`src/rtl/uart_baud_gen_if.sv`:
```
// uart_baud_gen_if: divisor/enable/resync controls into the baud generator and its strobes back out
interface uart_baud_gen_if #(
    parameter int DIV_W  = 16,
    parameter int FRAC_W = 4
);
    logic              en;
    logic              div_wr;
    logic [DIV_W-1:0]  div_int_i;
    logic [FRAC_W-1:0] div_frac_i;
    logic              rx_resync;
    logic              os_tick;
    logic              tx_tick;
    logic              rx_sample;
    modport master (
        output en, div_wr, div_int_i, div_frac_i, rx_resync,
        input  os_tick, tx_tick, rx_sample
    );
    modport slave (
        input  en, div_wr, div_int_i, div_frac_i, rx_resync,
        output os_tick, tx_tick, rx_sample
    );
endinterface

```
`src/rtl/uart_baud_gen.sv`:
```
// uart_baud_gen: fractional baud generator producing oversample, TX bit and RX mid-bit strobes
module uart_baud_gen #(
    parameter int DIV_W  = 16,
    parameter int FRAC_W = 4,
    parameter int OVS    = 16
) (
    input logic            clk,
    input logic            rst_n,
    uart_baud_gen_if.slave bus
);
    localparam int PH_W = $clog2(OVS);
    logic [DIV_W-1:0]  div_int, cnt, n;
    logic [FRAC_W-1:0] div_frac, frac_acc;
    logic [FRAC_W:0]   frac_sum;
    logic [DIV_W:0]    last;
    logic [PH_W-1:0]   tx_ph, rx_ph;
    logic              fire, os_tick_r, tx_tick_r, rx_sample_r;
    // The fractional carry stretches the current period by one cycle.
    always_comb begin
        n        = (div_int == '0) ? DIV_W'(1) : div_int;
        frac_sum = {1'b0, frac_acc} + {1'b0, div_frac};
        last     = {1'b0, n} - (DIV_W+1)'(1) + (DIV_W+1)'(frac_sum[FRAC_W]);
        fire     = bus.en && !bus.div_wr && ({1'b0, cnt} == last);
    end
    always_ff @(posedge clk or negedge rst_n) begin
        if (!rst_n) begin
            div_int     <= DIV_W'(1);
            div_frac    <= '0;
            cnt         <= '0;
            frac_acc    <= '0;
            tx_ph       <= '0;
            rx_ph       <= '0;
            os_tick_r   <= 1'b0;
            tx_tick_r   <= 1'b0;
            rx_sample_r <= 1'b0;
        end else begin
            if (bus.div_wr) begin
                div_int  <= bus.div_int_i;
                div_frac <= bus.div_frac_i;
            end
            os_tick_r   <= fire;
            tx_tick_r   <= fire && tx_ph == PH_W'(OVS-1);
            rx_sample_r <= fire && !bus.rx_resync && rx_ph == PH_W'(OVS/2-1);
            if (bus.div_wr || !bus.en) begin
                cnt      <= '0;
                frac_acc <= '0;
                tx_ph    <= '0;
                rx_ph    <= '0;
            end else begin
                cnt      <= fire ? '0 : cnt + DIV_W'(1);
                frac_acc <= fire ? frac_sum[FRAC_W-1:0] : frac_acc;
                tx_ph    <= tx_ph + PH_W'(fire);
                rx_ph    <= bus.rx_resync ? PH_W'(fire) : rx_ph + PH_W'(fire);
            end
        end
    end
    assign bus.os_tick   = os_tick_r;
    assign bus.tx_tick   = tx_tick_r;
    assign bus.rx_sample = rx_sample_r;
endmodule

```
`src/flat_wrapper.sv`:
```
// flat-port wrapper written by rule: the top's interface ports become plain ports
module uart_baud_gen_flat 
#(
    parameter int DIV_W  = 16,
    parameter int FRAC_W = 4,
    parameter int OVS    = 16
)
  (clk, rst_n, bus_en, bus_div_wr, bus_div_int_i, bus_div_frac_i, bus_rx_resync, bus_os_tick, bus_tx_tick, bus_rx_sample);
  uart_baud_gen_if #(.DIV_W(DIV_W), .FRAC_W(FRAC_W)) bus_i ();
  input logic clk;
  input logic rst_n;
  input wire logic [$bits(bus_i.en)-1:0] bus_en;
  input wire logic [$bits(bus_i.div_wr)-1:0] bus_div_wr;
  input wire logic [$bits(bus_i.div_int_i)-1:0] bus_div_int_i;
  input wire logic [$bits(bus_i.div_frac_i)-1:0] bus_div_frac_i;
  input wire logic [$bits(bus_i.rx_resync)-1:0] bus_rx_resync;
  output wire logic [$bits(bus_i.os_tick)-1:0] bus_os_tick;
  output wire logic [$bits(bus_i.tx_tick)-1:0] bus_tx_tick;
  output wire logic [$bits(bus_i.rx_sample)-1:0] bus_rx_sample;
  assign bus_i.en = bus_en;
  assign bus_i.div_wr = bus_div_wr;
  assign bus_i.div_int_i = bus_div_int_i;
  assign bus_i.div_frac_i = bus_div_frac_i;
  assign bus_i.rx_resync = bus_rx_resync;
  assign bus_os_tick = bus_i.os_tick;
  assign bus_tx_tick = bus_i.tx_tick;
  assign bus_rx_sample = bus_i.rx_sample;
  uart_baud_gen #(.DIV_W(DIV_W), .FRAC_W(FRAC_W), .OVS(OVS)) u_core (.clk(clk), .rst_n(rst_n), .bus(bus_i));
endmodule
```
`config.mk`:
```
export PLATFORM = sky130hd
export DESIGN_NAME = uart_baud_gen_flat
export DESIGN_NICKNAME = d
export VERILOG_FILES = /design/src/rtl/uart_baud_gen_if.sv /design/src/rtl/uart_baud_gen.sv /design/src/flat_wrapper.sv
export SDC_FILE = /design/constraint.sdc
export NUM_CORES = 1
export LEC_CHECK = 0
export CAP_MARGIN = 5
export CELL_PAD_IN_SITES_DETAIL_PLACEMENT = 2
export CELL_PAD_IN_SITES_GLOBAL_PLACEMENT = 2
export CORE_AREA = 2 2 83 105
export DETAILED_ROUTE_END_ITERATION = 10
export DIE_AREA = 0 0 85 107
export PLACE_DENSITY_LB_ADDON = 0.08
export SLEW_MARGIN = 20
export SYNTH_ARGS = -nofsm -noshare
export SYNTH_HDL_FRONTEND = slang
export SYNTH_SLANG_ARGS = --single-unit
```
`constraint.sdc`:
```
create_clock -name clk -period 4.87 [get_ports clk]
set_input_delay 0.487 -clock clk [delete_from_list [all_inputs] [get_ports clk]]
set_output_delay 0.487 -clock clk [all_outputs]
set_load 0.02 [all_outputs]
```
==> impl_metrics.csv, run 1 <==
group,metric,value,unit
worst_setup_path,crit_fanout,6,
drt,wire_per_inst,19.1,um
yosys,synth.distinct_cells,54,
worst_setup_path,worstPathRequired,5.06,ns
yosys,ys_async_sr_fraction,100,%
global_routing,grt_pass1_vias,2468,
yosys,synth_area_leaders,"dfrtp_1 (43%), mux2_2 (7.3%), xnor2_1 (5.7%), xor2_1 (5.4%), ha_1 (4.7%)",
yosys,syn_area,0.00294,mm^2
drt,drtPass1Iterations,4,
worst_setup_path,critPathLaunchType,"flip-flop",
power_and_ir_drop,total_power,0.000903,W
power_and_ir_drop,p_sw_share,27.0,%
layout,fill_cells,834,
place,io_buffers,27,
global_routing,gr-total-overflow,0,
power_and_ir_drop,powerDensity,267,mW/mm^2
floorplan,std_cell_rows,37,
floorplan,initial_core_util,36.2,%
sta,max_freq,231,MHz
sta,relSlewSlack,49.6,%
place,dpl.hpwl,5670,um
power_and_ir_drop,seq_power_share,51.8,%
yosys,ys_seq_area_share,43.5,%
drt,drt-total-wl,7560,um
yosys,syn-num-nets,314,
power_and_ir_drop,power_frac_comb,14.2,%
yosys,syn_inst,277,
drt,drc,0,
yosys,synth_edf_count,0,
power_and_ir_drop,vdd_drop_max,0.000115,V
sta,finClkSkew,0.0133,ns
floorplan,die_width,85,um
yosys,syn_avg_cell_area,10.6,um^2
drt,viasPerCell,5.55,
sta,tightest_slew,0.755,ns
sta,layout_min_cycle_time,4.33,ns
hold_path,worstHoldPathType,"in2async",
place,place_inst,389,
worst_setup_path,endpoint_kind,"flip-flop",
global_routing,grt_pass1_wl,12900,um
floorplan,boundaryPins,28,
sta,hold_viol,0,
layout,finalNonFillerCells,397,
global_routing,track_usage,18.2,%
yosys,synth_top_cell_by_area,"dfrtp_1",
floorplan,fp.dieArea,0.00910,mm^2
clock_tree,cts_buffers,5,
clock_tree,postCtsSetupRepairBufs,0,
clock_tree,cts_root_buf,"clkbuf_8",
layout,multi_input_area,0.00155,mm^2
layout,nNetsFinal,336,
power_and_ir_drop,static-leakage-power,1.39,nW
global_routing,grt_max_degree,52,
power_and_ir_drop,p_switching,0.000244,W
drt,ant_nets,0,
layout,antennaDiodeCount,0,
clock_tree,clk_latency,0.32,ns
global_routing,antenna_found_initial,0,
drt,vias,2205,
clock_tree,cts_max_level,2,
clock_tree,cts_resized,0,
clock_tree,hold_buffers,0,
place,place.gp.congestion,0.813,
status,status,"completed",
clock_tree,path_clk_slew,0.10,ns
clock_tree,cts_tree,"yes",
floorplan,die_y,107,um
floorplan,coreArea,0.00810,mm^2
layout,drive_gt1_share,13.3,%
sta,finalSetupViolCount,0,
yosys,synth-main-ff-cell,"dfrtp_1",
clock_tree,clock_path_buffers,2,
flow_run,maxCapViolCount,0,
yosys,yosysWarnings,0,
layout,syn2layout_area_growth,15.2,%
sta,period_share,88.9,%
power_and_ir_drop,internal_power,0.000659,W
sta,rsz0062_at_grt,"no",
yosys,synth_top_area_share,42.6,%
yosys,synth_seq_cells,51,
layout,regArea,0.00128,mm^2
worst_setup_path,crit_arrival,4.52,ns
drt,drtIter0Drc,76,
sta,slew_violations,0,
worst_setup_path,critPathKind,"reg2reg",
sta,fin_tns_setup,0,ns
power_and_ir_drop,clkPwrFrac,34.0,%
clock_tree,cts.sink_count,51,
[critical path, stage by stage (launching register included)]
cell and delay (ns):
dfrtp_1 0.39, ha_1 0.21, inv_1 0.07, fa_1 0.16, inv_1 0.06, a21o_1 0.16
a21oi_1 0.21, ha_1 0.24, ha_1 0.29, or4b_1 0.59, o41a_1 0.51, nor4_1 0.28
nand4_1 0.22, nor2_1 0.24, ha_1 0.22, ha_1 0.23, nor3b_1 0.13
[per-stage QoR]
step | utilization, % | area, um^2 | setup slack [ns] | hold slack (ns)
floorplan | - | 2940 | 1.06 | 0.191
global placement | 40.3 | 3270 | 0.576 | 0.502
detailed placement | 40.3 | 3270 | 0.479 | 0.502
CTS | 41.7 | 3380 | 0.464 | 0.314
global route | 41.7 | 3380 | 0.151 | 0.329
finish | 41.7 | 3380 | 0.540 | 0.262
[logic make-up after synthesis]
family | Yosys count | synth area share [%]
simple gates | 100 | 19.4
flops | 51 | 43.5
xor+xnor | 37 | 11.0
compound gates | 31 | 7.97
mux | 24 | 8.99
buf+inv | 22 | 3.71
fa+ha+maj | 12 | 5.37
[power by group through the flow]
| stage | combinational (W) | sequential (W) | clock (W) |
|---|---|---|---|
| after global routing | 0.000144 | 0.000472 | 0.000332 |
| final | 0.000129 | 0.000468 | 0.000307 |
| after CTS | 0.000132 | 0.000468 | 0.000317 |
| after detailed placement | 0.000131 | 0.000476 | 0 |
| after global placement | 0.000128 | 0.000476 | 0 |
| after floorplan | 0.0000843 | 0.000464 | 0 |
[area by class of cell]
cell class,count,area share (%)
multi-input combinational,204,45.9
sequential,51,37.8
timing repair buffer,31,8.73
tap,97,3.59
clock buffer,5,2.04
clock inverter,3,1.30
inverter,6,0.666
[cells in the mapped netlist (3+ instances only)]
cell type / n
dfrtp_1: 50
nor3_1: 24
mux2_2: 19
xnor2_1: 19
xor2_1: 18
nand2_1: 17
clkbuf_1: 11
ha_1: 11
nor2_1: 11
nand3_1: 9
inv_1: 6
nand4_1: 6
mux2i_1: 5
a21oi_1: 4
and3_1: 4
nor4_1: 4
o21ai_0: 4
a211oi_1: 3
a41oi_1: 3
and2_1: 3
or3_1: 3
[state kept, by name, indices dropped and copies added (netlist names), 4 cells and up]
signal	count
u_core.frac_acc	4
u_core.cnt	16
u_core.rx_ph	4
u_core.tx_ph	4
u_core.div_int	16
u_core.div_frac	4
[layout by cell type, fill, tap and decap left out, types with 5 or more instances in the layout]
cell type / Yosys / final
nor2_1: 11 / 11
nand3_1: 9 / 9
dfrtp_1: 50 / 50
xnor2_1: 19 / 19
clkdlybuf4s50_1: 0 / 26
inv_1: 6 / 6
mux2i_1: 5 / 5
xor2_1: 18 / 18
ha_1: 11 / 11
nor3_1: 24 / 24
nand2_1: 17 / 17
nand4_1: 6 / 6
mux2_2: 19 / 19
clkbuf_8: 0 / 5
[worst paths after layout]
check                                                     from                              to  slack, ns  depth (start not counted)
worst max-delay path            u_core.frac_acc[0]$_DFFE_PN0P_       u_core.rx_ph[1]$_DFF_PN0_       0.54                         16
worst min-delay path                                     rst_n  u_core.div_int[10]$_DFFE_PN0P_       0.26                          2
worst max register to register  u_core.frac_acc[0]$_DFFE_PN0P_       u_core.rx_ph[1]$_DFF_PN0_       0.54                         16
worst min register to register  u_core.div_frac[3]$_DFFE_PN0P_  u_core.div_frac[3]$_DFFE_PN0P_       0.52                          1
max in group asynchronous                                rst_n  u_core.frac_acc[1]$_DFFE_PN0P_       4.14                          2
min in group clk                u_core.div_frac[3]$_DFFE_PN0P_  u_core.div_frac[3]$_DFFE_PN0P_       0.52                          1
[layer usage]
layer,global-route usage [%],routed length (um)
met1,21.2,3060
met2,34.0,4200
met3,2.77,163
met4,5.44,141
met5,0,0
Note: power is estimated with default switching activity, not from simulation.
==> inputs of run 2 (changes only) <==
--- a/config.mk
+++ b/config.mk
@@ -12,7 +12,8 @@
 export DETAILED_ROUTE_END_ITERATION = 10
 export DIE_AREA = 0 0 85 107
 export PLACE_DENSITY_LB_ADDON = 0.08
-export SLEW_MARGIN = 20
+export SETUP_SLACK_MARGIN = 0.5
+export SLEW_MARGIN = 25
 export SYNTH_ARGS = -nofsm -noshare
 export SYNTH_HDL_FRONTEND = slang
 export SYNTH_SLANG_ARGS = --single-unit
==> run 2 against run 1 <==
Compared with the run above: utilization increased by 0.39 points; wire length grew 0.36%; fmax increased by 7.2%; worst hold slack improved by 0.0020 ns; global-route usage increased by 0.097 points; power rose by 0.28%; combinational power about the same; via count grew 1.2%; clock-buffer cell count did not move; register-to-register slack improved by 0.29 ns; worst setup slack better by 0.29 ns.
==> impl_metrics.csv, run 2 (synthesis gave the netlist of run 1 again) <==
group,metric,value,unit
status,status,"completed",
global_routing,grt_pass1_vias,2455,
layout,largest_registers,"u_core.cnt (16), u_core.div_int (16)",
drt,drc,0,
sta,max_freq,248,MHz
clock_tree,cts_max_level,2,
drt,vias,2231,
flow_run,maxCapViolCount,0,
layout,drive_gt1_share,15.9,%
floorplan,die_width,85,um
drt,drtIter0Drc,82,
sta,rsz0062_at_grt,"no",
sta,period_share,82.9,%
layout,syn2layout_area_growth,16.2,%
worst_setup_path,crit_fanout,7,
clock_tree,cts_buffers,5,
floorplan,coreArea,0.00810,mm^2
clock_tree,path_clk_slew,0.10,ns
clock_tree,clk_latency,0.32,ns
layout,antennaDiodeCount,0,
power_and_ir_drop,powerDensity,265,mW/mm^2
floorplan,std_cell_rows,37,
worst_setup_path,endpoint_kind,"flip-flop",
layout,final_cell_mix,"dfrtp_1 (50), clkdlybuf4s50_1 (26), nor3_1 (24)",
power_and_ir_drop,static-leakage-power,1.39,nW
global_routing,antenna_found_initial,0,
global_routing,grt_max_degree,52,
power_and_ir_drop,total_power,0.000906,W
power_and_ir_drop,vdd_drop_max,0.000115,V
clock_tree,cts.sink_count,51,
worst_setup_path,crit_start,"u_core.div_int[9]$_DFFE_PN0P_",
drt,ant_nets,0,
floorplan,fp.dieArea,0.00910,mm^2
place,io_buffers,27,
global_routing,gr-total-overflow,0,
drt,drtPass1Iterations,4,
drt,drt-total-wl,7590,um
clock_tree,cts_tree,"yes",
sta,hold_viol,0,
layout,nNetsFinal,337,
sta,tightest_slew,0.737,ns
worst_setup_path,reg2reg_setup_slack,0.83,ns
worst_setup_path,crit_arrival,4.23,ns
hold_path,worstHoldPathType,"in2async",
sta,layout_min_cycle_time,4.04,ns
clock_tree,clock_path_buffers,2,
sta,finClkSkew,0.0116,ns
clock_tree,cts_root_buf,"clkbuf_8",
power_and_ir_drop,p_switching,0.000245,W
sta,fin_tns_setup,0,ns
layout,final_common_cell,"dfrtp_1",
power_and_ir_drop,internal_power,0.000660,W
floorplan,boundaryPins,28,
worst_setup_path,critPathLaunchType,"flip-flop",
power_and_ir_drop,power_frac_comb,14.5,%
place,dpl.hpwl,5670,um
place,place.gp.congestion,0.813,
worst_setup_path,worstPathRequired,5.06,ns
worst_setup_path,reg2reg_from,"u_core.div_int[9]$_DFFE_PN0P_",
drt,wire_per_inst,19.1,um
sta,relSlewSlack,50.8,%
global_routing,grt_pass1_wl,13000,um
power_and_ir_drop,seq_power_share,51.7,%
clock_tree,hold_buffers,0,
worst_setup_path,r2r.worst_path.cells,14,
worst_setup_path,critPathKind,"reg2reg",
power_and_ir_drop,clkPwrFrac,33.8,%
global_routing,track_usage,18.3,%
floorplan,initial_core_util,36.2,%
sta,finalSetupViolCount,0,
power_and_ir_drop,p_sw_share,27.1,%
sta,slew_violations,0,
floorplan,die_y,107,um
drt,viasPerCell,5.61,
run 2: repair_timing:
action	CTS	global route
resized for setup	1	6
setup buffers	0	1
pin swaps	0	3
setup endpoints to repair	3	9
endpoints found under the hold margin	0	0
gates cloned	0	0
run 2: layer usage:
| layer | wire, um | track usage [%] |
|---|---|---|
| met3 | 160 | 2.77 |
| met1 | 3120 | 21.5 |
| met2 | 4170 | 34.0 |
| met4 | 137 | 5.33 |
| met5 | 0 | 0 |
run 2: area by class of cell:
type,count,area (um^2)
fill,827,4690
multi-input combinational,204,1580
sequential,51,1280
timing repair buffer,32,303
tap,97,121
clock buffer,5,68.8
clock inverter,3,43.8
inverter,6,22.5
run 2: worst paths after layout:
path,end
min in group clk,u_core.div_frac[3]$_DFFE_PN0P_
worst min-delay path,u_core.div_int[10]$_DFFE_PN0P_
worst max register to register,u_core.rx_ph[1]$_DFF_PN0_
max in group asynchronous,u_core.frac_acc[1]$_DFFE_PN0P_
worst max-delay path,u_core.rx_ph[1]$_DFF_PN0_
worst min register to register,u_core.div_frac[3]$_DFFE_PN0P_
run 2: through the flow:
step	cell area [um^2]	worst slack, ns	util (%)	instances	hold slack, ns
floorplan	2940	1.06	-	277	0.191
global placement	3270	0.576	40.3	389	0.502
detailed placement	3270	0.479	40.3	389	0.502
CTS	3380	0.538	41.7	397	0.314
global route	3410	0.507	42.1	398	0.331
finish	3410	0.831	42.1	398	0.264
run 2: power groups by stage:
stage | Sequential, W | Combinational, W | Clock [W]
finish | 0.000468 | 0.000131 | 0.000306
floorplan | 0.000464 | 0.0000843 | 0
global placement | 0.000476 | 0.000128 | 0
CTS | 0.000468 | 0.000132 | 0.000317
detailed placement | 0.000476 | 0.000131 | 0
global route | 0.000472 | 0.000147 | 0.000332
run 2: worst max-delay path: stages (launching register included):
cell     delay (ns)
dfrtp_1        0.49
or3_1          0.49
nor4b_4        0.37
a31oi_1        0.16
ha_2           0.22
ha_2           0.22
or4b_4         0.25
o21ai_0        0.09
mux2_2         0.27
a32oi_1        0.31
nand4_1        0.25
nor2_2         0.22
ha_2           0.22
ha_1           0.22
nor3b_1        0.13
